File: src/rtl/conv3_window_engine_pkg.sv
// Shared definitions for the 1-D convolution window engine.
//   state_t     : FSM state encoding (IDLE/FILL/CONV/DRAIN)
//   out_width   : result width for a given sample width
//   num_windows : windows per frame for a given frame length
package conv_pkg;

  typedef enum logic [1:0] {
    ST_IDLE  = 2'd0,
    ST_FILL  = 2'd1,
    ST_CONV  = 2'd2,
    ST_DRAIN = 2'd3
  } state_t;

  // Three full-width products plus bias fit with two guard bits.
  function automatic int unsigned out_width(input int unsigned dw);
    return 2 * dw + 2;
  endfunction

  function automatic int unsigned num_windows(input int unsigned dn);
    return dn - 2;
  endfunction

endpackage

File: src/rtl/conv3_window_engine_mac.sv
// 2-stage signed 3-tap multiply, bias add and ReLU.
// Ports:
//   clk, rst_n           : clock, async active-low reset
//   in_valid             : window present on in_d0..2 this cycle
//   in_d0..2, in_w0..2   : signed samples and kernel weights
//   in_bias              : signed bias, sign-extended before the add
//   out_data, out_valid  : clamped result two cycles after in_valid
module conv3_mac
  import conv_pkg::*;
#(
  parameter int unsigned DATAWIDTH = 8,
  parameter int unsigned OUTWIDTH  = 18
) (
  input  logic                        clk,
  input  logic                        rst_n,
  input  logic                        in_valid,
  input  logic signed [DATAWIDTH-1:0] in_d0,
  input  logic signed [DATAWIDTH-1:0] in_d1,
  input  logic signed [DATAWIDTH-1:0] in_d2,
  input  logic signed [DATAWIDTH-1:0] in_w0,
  input  logic signed [DATAWIDTH-1:0] in_w1,
  input  logic signed [DATAWIDTH-1:0] in_w2,
  input  logic signed [DATAWIDTH-1:0] in_bias,
  output logic        [OUTWIDTH-1:0]  out_data,
  output logic                        out_valid
);

  localparam int unsigned PW = 2 * DATAWIDTH;

  logic signed [PW-1:0]       r_p0, r_p1, r_p2;
  logic                       r_v1;
  logic signed [OUTWIDTH-1:0] w_sum;

  // Stage 1: register the three products.
  always_ff @(posedge clk or negedge rst_n) begin
    if (!rst_n) begin
      r_p0 <= '0;
      r_p1 <= '0;
      r_p2 <= '0;
      r_v1 <= 1'b0;
    end else begin
      r_v1 <= in_valid;
      if (in_valid) begin
        r_p0 <= in_d0 * in_w0;
        r_p1 <= in_d1 * in_w1;
        r_p2 <= in_d2 * in_w2;
      end
    end
  end

  // Signed size casts sign-extend before the add.
  assign w_sum = OUTWIDTH'(r_p0) + OUTWIDTH'(r_p1) + OUTWIDTH'(r_p2) + OUTWIDTH'(in_bias);

  // Stage 2: ReLU and register; data holds between valid results.
  always_ff @(posedge clk or negedge rst_n) begin
    if (!rst_n) begin
      out_data  <= '0;
      out_valid <= 1'b0;
    end else begin
      out_valid <= r_v1;
      if (r_v1) begin
        out_data <= w_sum[OUTWIDTH-1] ? '0 : w_sum;
      end
    end
  end

endmodule

File: src/rtl/conv3_window_engine.sv
// Frame controller for the 3-tap convolution: counts written samples,
// sweeps the read addresses with ReadEn, and feeds the MAC pipeline.
// Ports:
//   clk, rst_n                : clock, async active-low reset
//   Start                     : sample-write strobe from the upstream writer
//   ReadData1..3              : current window from the register file
//   W0..W2, Bias              : kernel and bias, latched at end of FILL
//   ReadEn                    : advance read addresses (high in CONV)
//   DataOut, OutValid         : ReLU result and its valid
//   Busy                      : frame in progress
//   Done                      : pulse with the last result of the frame
module conv3_window_engine
  import conv_pkg::*;
#(
  parameter int unsigned ADDRESS   = 4,
  parameter int unsigned DATAWIDTH = 8,
  parameter int unsigned DATANUM   = 15,
  localparam int unsigned OUTWIDTH = out_width(DATAWIDTH)
) (
  input  logic                        clk,
  input  logic                        rst_n,
  input  logic                        Start,
  input  logic signed [DATAWIDTH-1:0] ReadData1,
  input  logic signed [DATAWIDTH-1:0] ReadData2,
  input  logic signed [DATAWIDTH-1:0] ReadData3,
  input  logic signed [DATAWIDTH-1:0] W0,
  input  logic signed [DATAWIDTH-1:0] W1,
  input  logic signed [DATAWIDTH-1:0] W2,
  input  logic signed [DATAWIDTH-1:0] Bias,
  output logic                        ReadEn,
  output logic        [OUTWIDTH-1:0]  DataOut,
  output logic                        OutValid,
  output logic                        Busy,
  output logic                        Done
);

  localparam int unsigned NWIN = num_windows(DATANUM);

  state_t                       r_state, w_next;
  logic [ADDRESS-1:0]           r_fill_cnt, w_fill_nxt;
  logic [ADDRESS-1:0]           r_win_cnt, w_win_nxt;
  logic                         r_drain, w_drain_nxt;
  logic                         w_latch;
  logic signed [DATAWIDTH-1:0]  r_w0, r_w1, r_w2, r_bias;
  logic                         r_last1, r_done;

  // State and counter registers.
  always_ff @(posedge clk or negedge rst_n) begin
    if (!rst_n) begin
      r_state    <= ST_IDLE;
      r_fill_cnt <= '0;
      r_win_cnt  <= '0;
      r_drain    <= 1'b0;
    end else begin
      r_state    <= w_next;
      r_fill_cnt <= w_fill_nxt;
      r_win_cnt  <= w_win_nxt;
      r_drain    <= w_drain_nxt;
    end
  end

  // Next-state and counter logic.
  always_comb begin
    w_next      = r_state;
    w_fill_nxt  = r_fill_cnt;
    w_win_nxt   = r_win_cnt;
    w_drain_nxt = r_drain;
    w_latch     = 1'b0;
    case (r_state)
      ST_IDLE: begin
        if (Start) begin
          w_next     = ST_FILL;
          w_fill_nxt = ADDRESS'(1);
        end
      end
      ST_FILL: begin
        if (Start) begin
          if (r_fill_cnt == ADDRESS'(DATANUM - 1)) begin
            w_next    = ST_CONV;
            w_win_nxt = '0;
            w_latch   = 1'b1;
          end else begin
            w_fill_nxt = r_fill_cnt + ADDRESS'(1);
          end
        end
      end
      ST_CONV: begin
        w_win_nxt = r_win_cnt + ADDRESS'(1);
        if (r_win_cnt == ADDRESS'(NWIN - 1)) begin
          w_next      = ST_DRAIN;
          w_drain_nxt = 1'b0;
        end
      end
      ST_DRAIN: begin
        w_drain_nxt = 1'b1;
        if (r_drain) begin
          w_next = ST_IDLE;
        end
      end
      default: w_next = ST_IDLE;
    endcase
  end

  // Kernel snapshot taken on the edge that completes the fill.
  always_ff @(posedge clk or negedge rst_n) begin
    if (!rst_n) begin
      r_w0   <= '0;
      r_w1   <= '0;
      r_w2   <= '0;
      r_bias <= '0;
    end else if (w_latch) begin
      r_w0   <= W0;
      r_w1   <= W1;
      r_w2   <= W2;
      r_bias <= Bias;
    end
  end

  // Last-window marker travels alongside the MAC pipeline to time Done.
  always_ff @(posedge clk or negedge rst_n) begin
    if (!rst_n) begin
      r_last1 <= 1'b0;
      r_done  <= 1'b0;
    end else begin
      r_last1 <= (r_state == ST_CONV) && (r_win_cnt == ADDRESS'(NWIN - 1));
      r_done  <= r_last1;
    end
  end

  assign ReadEn = (r_state == ST_CONV);
  assign Busy   = (r_state != ST_IDLE);
  assign Done   = r_done;

  conv3_mac #(
    .DATAWIDTH(DATAWIDTH),
    .OUTWIDTH (OUTWIDTH)
  ) u_mac (
    .clk      (clk),
    .rst_n    (rst_n),
    .in_valid (ReadEn),
    .in_d0    (ReadData1),
    .in_d1    (ReadData2),
    .in_d2    (ReadData3),
    .in_w0    (r_w0),
    .in_w1    (r_w1),
    .in_w2    (r_w2),
    .in_bias  (r_bias),
    .out_data (DataOut),
    .out_valid(OutValid)
  );

endmodule

File: config.mk
export PLATFORM = sky130hd
export DESIGN_NAME = conv3_window_engine
export DESIGN_NICKNAME = d
export VERILOG_FILES = /design/src/rtl/conv3_window_engine_pkg.sv /design/src/rtl/conv3_window_engine_mac.sv /design/src/rtl/conv3_window_engine.sv
export SDC_FILE = /design/constraint.sdc
export NUM_CORES = 1
export LEC_CHECK = 0
export CAP_MARGIN = 10
export CORE_ASPECT_RATIO = 1.75
export CORE_MARGIN = 4
export CORE_UTILIZATION = 62
export CTS_BUF_LIST = sky130_fd_sc_hd__clkbuf_16
export CTS_CLUSTER_DIAMETER = 150
export DETAILED_ROUTE_END_ITERATION = 8
export GPL_ROUTABILITY_DRIVEN = 1
export PLACE_DENSITY = 0.94
export SETUP_SLACK_MARGIN = 0.4
export SLEW_MARGIN = 25
export SYNTH_ARGS = -nofsm -noshare
export SYNTH_HDL_FRONTEND = slang
export SYNTH_SLANG_ARGS = --single-unit
File: constraint.sdc
create_clock -name clk -period 5.94 [get_ports clk]
set_clock_uncertainty 0.15 [all_clocks]
set_input_delay 1.188 -clock clk [delete_from_list [all_inputs] [get_ports clk]]
set_output_delay 1.188 -clock clk [all_outputs]
set_load 0.02 [all_outputs]
==> metrics.csv, run 1 <==
metric;value;unit
final-setup-viol-count;0;
timing.final.crit_share;92.8;%
tritoncts;done;
ys_types;65;
placed_cell_area;14600;um2
overflow;0;
cts.sinks;112;
grt_pass1_wl;51200;um
synth_area;13400;um2
firstDrtPassIters;5;
drc;0;
cts_buffers;9;
synth_top_area_share;29.6;%
yosys.area.top_type;fa_1;
ys_seq_elements;112;
num_vias;9710;
nFillCells;1344;
area_growth;11.7;%
layout.nets;1762;
netlist_top_cells_count;inv_1, fa_1, and2_1, dfrtp_1, ha_1;
synth.most_common_cell;inv_1;
hold_viol;0;
crit_arrival;5.61;ns
postRouteAntennaNets;0;
hold_path_class;flip-flop to flip-flop;
die_h;203;um
ys_seq_area_share;20.9;%
reg2regPathDepth;16;
gp_congestion;0.905;
rows;70;
path_class;primary input to flip-flop;
first_global_vias;11100;
yosysWarningCount;0;
required;6.04;ns
cts_setup_buffers;0;
rsz0062_at_grt;yes;
startpoint_type;primary input;
power;3.73;mW
synth_area_leaders;fa_1, dfrtp_1, ha_1;
netlist_instances;1307;
h-tree-depth;3;
whs_path_depth;0;
worst_slew_margin_rel;49.2;%
syn_area_per_cell;10.3;um2
ys.flop_type;dfrtp_1;
fin_crit;5.51;ns
wl_per_cell;18.0;um
fin_ws;0.427;ns
peakVddDrop;0.167;mV
drive_gt1_share;5.65;%
wirelength;30400;um
dp_slack;-0.0861;ns
seq_area;2800;um2
dieArea;24100;um2
synth-edff-count;0;
final_area;15000;um2
place_inst;1670;
hold_buffers;0;
dieWidth;119;um
maxSlewViolCount;0;
clk_path_buf_depth;2;
multi_input_area;9610;um2
critPathMaxFanout;8;
hpwl;24400;um
clk_latency;0.37;ns
power.leakage;7.97;nW
detailedRoute.firstIterationViolations;453;
synth-async-reset-ratio;100;%
grt_usage;26.4;%
routed_via_density;5.76;
initial_utilization;63.5;%
antenna_found_initial;0;
critPathMaxStageDelay;0.53;ns
worstPathCellList;dlygate4sd2_1, and2_1, fa_1, inv_1, fa_1, inv_1, fa_1, inv_1, fa_1, inv_1, ha_1, o21a_1, o31a_1, o21ba_1, o21a_1, o21a_1, o31ai_1;
syn_nets;1676;
clockRootBuffer;clkbuf_16;
ios;81;
diodes;0;
final_cell_count_no_fill;1686;
cp-end-kind;flip-flop;
io_buffers;79;
clk_pin_slew;0.08;ns
setup-tns-final;0;ns
drv_cap;0;
crit_slowest_cell;fa_1;
clock.fmax;0.181;GHz
worstMarginPinSlew;0.762;ns
power.density;249;nW/um2
status;complete, no violations;
core;21100;um2
grt_max_degree;59;
-- timing repair --
action | in CTS | in global routing
endpoints found under the setup margin | 8 | 12
pin swaps | 0 | 1
gates resized for setup | 9 | 22
-- worst paths after layout --
check,startpoint,end,slack [ns]
hold / removal,r_last1,Done,0.21
setup reg to reg,r_w1[2],u_mac.r_p1[12],1.06
min in group asynchronous,rst_n,r_w0[1],0.70
hold reg to reg,r_last1,Done,0.21
max in group asynchronous,rst_n,r_w2[5],3.66
setup / recovery,ReadData2[5],u_mac.r_p1[12],0.43
-- layout make-up --
type                            instances  area share (%)
Multi-Input combinational cell        919            64.2
Sequential cell                       112            18.7
Inverter                              258            6.47
Timing Repair Buffer                   93            6.14
Tap cell                              288            2.41
Clock buffer                            9            1.50
Clock inverter                          7           0.543
-- state kept, by name, indices dropped and copies added, names as in the netlist, 2 cells and up --
| register | flops |
|---|---|
| u_mac.out_data | 17 |
| u_mac.r_p2 | 16 |
| r_state | 2 |
| r_fill_cnt | 4 |
| r_bias | 8 |
| r_win_cnt | 4 |
| u_mac.r_p1 | 16 |
| r_w1 | 8 |
| u_mac.r_p0 | 16 |
| r_w2 | 8 |
| r_w0 | 8 |
-- report_power, final --
part	total, mW	leakage (nW)	switching, mW	internal [mW]
Sequential	1.16	1.53	0.216	0.941
Clock	0.638	0.144	0.306	0.332
Combinational	1.94	6.29	1.09	0.847
Total	3.73	7.97	1.61	2.12
-- critical path: cells and delay by family --
kind | cells | cell delay, ns
buffers and inverters | 5 | 0.56
adders and majority gates | 5 | 2.39
AOI/OAI and AO/OA | 6 | 1.26
and+or+nand+nor | 1 | 0.19
-- cell usage in the layout (no fill, tap or decap), drive strengths merged, types with 6 or more instances in the layout --
cell	n
xor2	6
buf	15
xnor2	42
and2	126
inv	259
clkdlybuf4s50	59
a21o	13
dlymetal6s2s	13
ha	112
a31o	12
a22o	9
o21a	12
a21oi	32
nor2b	37
dlygate4sd2	6
mux2	63
clkbuf	9
o21bai	8
o21ai	40
a211oi	15
nand2	70
dfrtp	112
nand3	16
nor2	27
o31ai	7
fa	198
nor3	15
-- kinds of logic (layout without fill, tap and decap cells) --
logic type / Yosys count / after routing / share of synthesized area (%)
xor gates and xnor gates: 48 / 48 / 3.14
buffers and inverters: 276 / 367 / 7.84
DFF: 112 / 112 / 20.9
other: 1 / 1 / 0.0280
and+or+nand+nor: 314 / 314 / 12.8
adders and majority gates: 310 / 310 / 40.0
AOI/OAI and AO/OA: 180 / 180 / 9.74
muxes: 66 / 66 / 5.52
-- per-layer routing --
| layer | wire length (um) | share of wire (%) | track usage, % |
|---|---|---|---|
| met1 | 10100 | 33 | 26.7 |
| met2 | 17100 | 56 | 49.7 |
| met3 | 1060 | 3.5 | 3.57 |
| met4 | 2070 | 6.8 | 17.4 |
| met5 | 0 | 0 | 0 |
-- per-stage QoR --
| stage | util (%) | hold WS, ns |
|---|---|---|
| 4_1_cts | 70.6 | 0.213 |
| 3_5_place_dp | 69.1 | 0.196 |
| 6_report | 70.9 | 0.212 |
| 2_1_floorplan | - | 0.181 |
| 5_1_grt | 70.9 | 0.231 |
| 3_3_place_gp | 69.1 | 0.189 |
No activity file was read; power rests on OpenSTA's default activity.
==> run 2: changes to the inputs <==
--- a/config.mk
+++ b/config.mk
@@ -5,15 +5,18 @@
 export SDC_FILE = /design/constraint.sdc
 export NUM_CORES = 1
 export LEC_CHECK = 0
+export ABC_AREA = 1
 export CAP_MARGIN = 10
+export CELL_PAD_IN_SITES_DETAIL_PLACEMENT = 1
+export CELL_PAD_IN_SITES_GLOBAL_PLACEMENT = 1
 export CORE_ASPECT_RATIO = 1.75
 export CORE_MARGIN = 4
-export CORE_UTILIZATION = 62
+export CORE_UTILIZATION = 46
 export CTS_BUF_LIST = sky130_fd_sc_hd__clkbuf_16
 export CTS_CLUSTER_DIAMETER = 150
 export DETAILED_ROUTE_END_ITERATION = 8
 export GPL_ROUTABILITY_DRIVEN = 1
-export PLACE_DENSITY = 0.94
+export PLACE_DENSITY = 0.93
 export SETUP_SLACK_MARGIN = 0.4
 export SLEW_MARGIN = 25
 export SYNTH_ARGS = -nofsm -noshare
==> run 2 against run 1 <==
  * Worst setup slack gained 0.14 ns
  * Final cell count rose by 35%
  * Via count is 22% higher
  * Non-clock buffer count unchanged
  * Utilization is 19 points lower
  * Clock power decreased by 3%
  * Fmax up 2.7%
  * Count of clock-buffer cells in the layout stayed put
  * Routed wire length increased by 36%
  * Sequential power grew 10%
  * Total power increased by 110%
  * Sequential cell count did not move
  * Critical path type unchanged
  * Largest cell class unchanged
  * Largest power group unchanged
==> metrics.csv, run 2 <==
metric;value;unit;change
power.leakage;9.24;nW;was 7.97 nW
diodes;0;;unchanged
synth-async-reset-ratio;100;%;unchanged
ys_seq_elements;112;;unchanged
ys_seq_area_share;19.9;%;was 20.9%
synthAdderAreaFrac;38.1;%;was 40.0%
overflow;0;;unchanged
netlist_top_cells_count;nand2_1, inv_1, fa_1, dfrtp_1, ha_1;;was inv_1, fa_1, and2_1, dfrtp_1, ha_1
firstDrtPassIters;4;;was 5
cts.sinks;112;;unchanged
cp-end-kind;flip-flop;;unchanged
dieWidth;140;um;was 119 um
critPathLaunch;ReadData3[5];;was ReadData2[5]
ios;81;;unchanged
timing.final.crit_share;90.4;%;was 92.8%
yosys.area.top_type;fa_1;;unchanged
tritoncts;done;;unchanged
synth_area;14100;um2;was 13400 um2
final_common_cell;nand2_1;;was inv_1
core;30200;um2;was 21100 um2
required;6.05;ns;was 6.04 ns
share_seq_of_total_power;16.2;%;was 31.0%
drc;0;;unchanged
rr_startpoint;r_w2[2];;was r_w1[2]
whs;0.204;ns;was 0.212 ns
synth_area_leaders;fa_1, dfrtp_1, nand2_1;;was fa_1, dfrtp_1, ha_1
hold_start;r_last1;;unchanged
crit_arrival;5.47;ns;was 5.61 ns
cts_buffers;9;;unchanged
num_vias;11800;;was 9710
setup-tns-final;0;ns;unchanged
clock_power_share;7.9;%;was 17.1%
rsz0062_at_grt;no;;was yes
synth-edff-count;0;;unchanged
power.density;507;nW/um2;was 249 nW/um2
h-tree-depth;3;;unchanged
hpwl;34700;um;was 24400 um
dp_slack;0.0111;ns;was -0.0861 ns
ys_types;36;;was 65
clock.fmax;0.186;GHz;was 0.181 GHz
gp_congestion;0.915;;was 0.905
syn_nets;2216;;was 1676
syn_area_per_cell;7.63;um2;was 10.3 um2
layout.nets;2255;;was 1762
fin_crit;5.37;ns;was 5.51 ns
top_register;u_mac.out_data;;unchanged
clk_pin_slew;0.09;ns;was 0.08 ns
synth-compound-area-share;4.65;%;was 9.74%
synth_top_family_by_area;adder cells;;unchanged
drive_gt1_share;3.44;%;was 5.65%
wl_per_cell;18.1;um;was 18.0 um
clockRootBuffer;clkbuf_16;;unchanged
io_buffers;79;;unchanged
grt_max_degree;62;;was 59
grt_usage;25.5;%;was 26.4%
largest_reg_flops;17;;unchanged
synth.most_common_cell;nand2_1;;was inv_1
power;7.88;mW;was 3.73 mW
path_class;primary input to flip-flop;;unchanged
hold_path_class;flip-flop to flip-flop;;unchanged
first_global_vias;13800;;was 11100
synth_xor_area_share;1.62;%;was 3.14%
die_h;240;um;was 203 um
critPathMaxFanout;7;;was 8
antenna_found_initial;0;;unchanged
synthMuxAreaShare;0;%;was 5.52%
combPwrFrac;75.9;%;was 51.9%
final_cell_mix;nand2_1, inv_1, fa_1;;was inv_1, fa_1, and2_1
maxSlewViolCount;0;;unchanged
hold_viol;0;;unchanged
detailedRoute.firstIterationViolations;448;;was 453
hold_buffers;0;;unchanged
yosysWarningCount;0;;unchanged
rows;84;;was 70
p_switching;4.39;mW;was 1.61 mW
clk_latency;0.38;ns;was 0.37 ns
initial_utilization;46.7;%;was 63.5%
netlist_instances;1847;;was 1307
fin_ws;0.571;ns;was 0.427 ns
final-setup-viol-count;0;;unchanged
wirelength;41200;um;was 30400 um
startpoint_type;primary input;;unchanged
worst_slew_margin_rel;41.4;%;was 49.2%
worstMarginPinSlew;0.879;ns;was 0.762 ns
peakVddDrop;0.372;mV;was 0.167 mV
cts_setup_buffers;0;;unchanged
clk_path_buf_depth;2;;unchanged
area_growth;10.3;%;was 11.7%
drv_cap;0;;unchanged
synth_top_area_share;28.1;%;was 29.6%
status;complete, no violations;;unchanged
grt_pass1_wl;68000;um;was 51200 um
synthSimpleGateAreaFrac;21.4;%;was 12.8%
dieArea;33600;um2;was 24100 um2
p_int;3.49;mW;was 2.12 mW
postRouteAntennaNets;0;;unchanged
ys.flop_type;dfrtp_1;;unchanged
swShare;55.7;%;was 43.2%
routed_via_density;5.18;;was 5.76
-- run 2: repair_timing --
action | 4_1_cts | 5_1_grt
gates resized for setup | 2 | 16
hold endpoints to repair | 0 | 0
setup endpoints to repair | 1 | 14
-- run 2: critical path: stages --
cell             delay [ns]
clkdlybuf4s50_1        0.43
buf_4                  0.17
nand2_1                0.08
inv_1                  0.06
fa_1                   0.50
inv_1                  0.06
fa_1                   0.53
inv_1                  0.06
fa_1                   0.49
inv_1                  0.06
fa_1                   0.48
inv_1                  0.05
ha_1                   0.37
nand2_1                0.14
nor2_1                 0.21
nand3_1                0.13
nand3_1                0.15
nand3_1                0.09
nand3_1                0.15
nand2_1                0.09
-- run 2: stage by stage --
| step | instances | instance area [um2] | utilization, % |
|---|---|---|---|
| finish | 2278 | 15500 | 51.5 |
| global route | 2278 | 15500 | 51.5 |
| CTS | 2278 | 15500 | 51.4 |
| detailed placement | 2262 | 15200 | 50.4 |
| global placement | 2262 | 15200 | 50.4 |
| floorplan | 1847 | 14100 | - |
-- run 2: power groups by stage --
| stage | Clock, mW | Combinational [mW] | Sequential (mW) |
|---|---|---|---|
| 5_1_grt | 0.667 | 6.82 | 1.30 |
| 2_1_floorplan | 0 | 4.28 | 1.23 |
| 6_report | 0.621 | 5.98 | 1.28 |
| 3_5_place_dp | 0 | 5.94 | 1.29 |
| 3_3_place_gp | 0 | 5.56 | 1.27 |
| 4_1_cts | 0.636 | 6.03 | 1.28 |
-- run 2: path summary, 6_finish.rpt --
path | slack, ns | cells after the start | endpoint
min in group asynchronous | 0.77 | 1 | r_w0[7]
max in group asynchronous | 3.65 | 2 | r_win_cnt[3]
worst max register to register | 1.20 | 16 | u_mac.r_p2[15]
worst min register to register | 0.20 | 0 | Done
worst min-delay path | 0.20 | 0 | Done
worst max-delay path | 0.57 | 20 | u_mac.r_p2[15]
-- run 2: logic make-up after synthesis --
group / Yosys count
other: 1
DFF: 112
buffers and inverters: 532
and+or+nand+nor: 750
AOI/OAI and AO/OA: 116
xor gates and xnor gates: 26
adders and majority gates: 310
-- run 2: cell type report --
class                      instances  area [um2]
tap                              387         484
clock inverter                     7        57.6
inverter                         467        1750
sequential                       112        2800
timing repair buffer              93         921
multi-input combinational       1203        9300
fill                            3795       14600
clock buffer                       9         225
-- run 2: layer usage --
metal	global-route usage [%]	wire length, um	up-vias
met5	0	0	-
met4	14.7	2620	0
met3	3.58	1160	158
met2	50.1	23600	253
met1	24.7	13800	5928
li1	-	-	5462
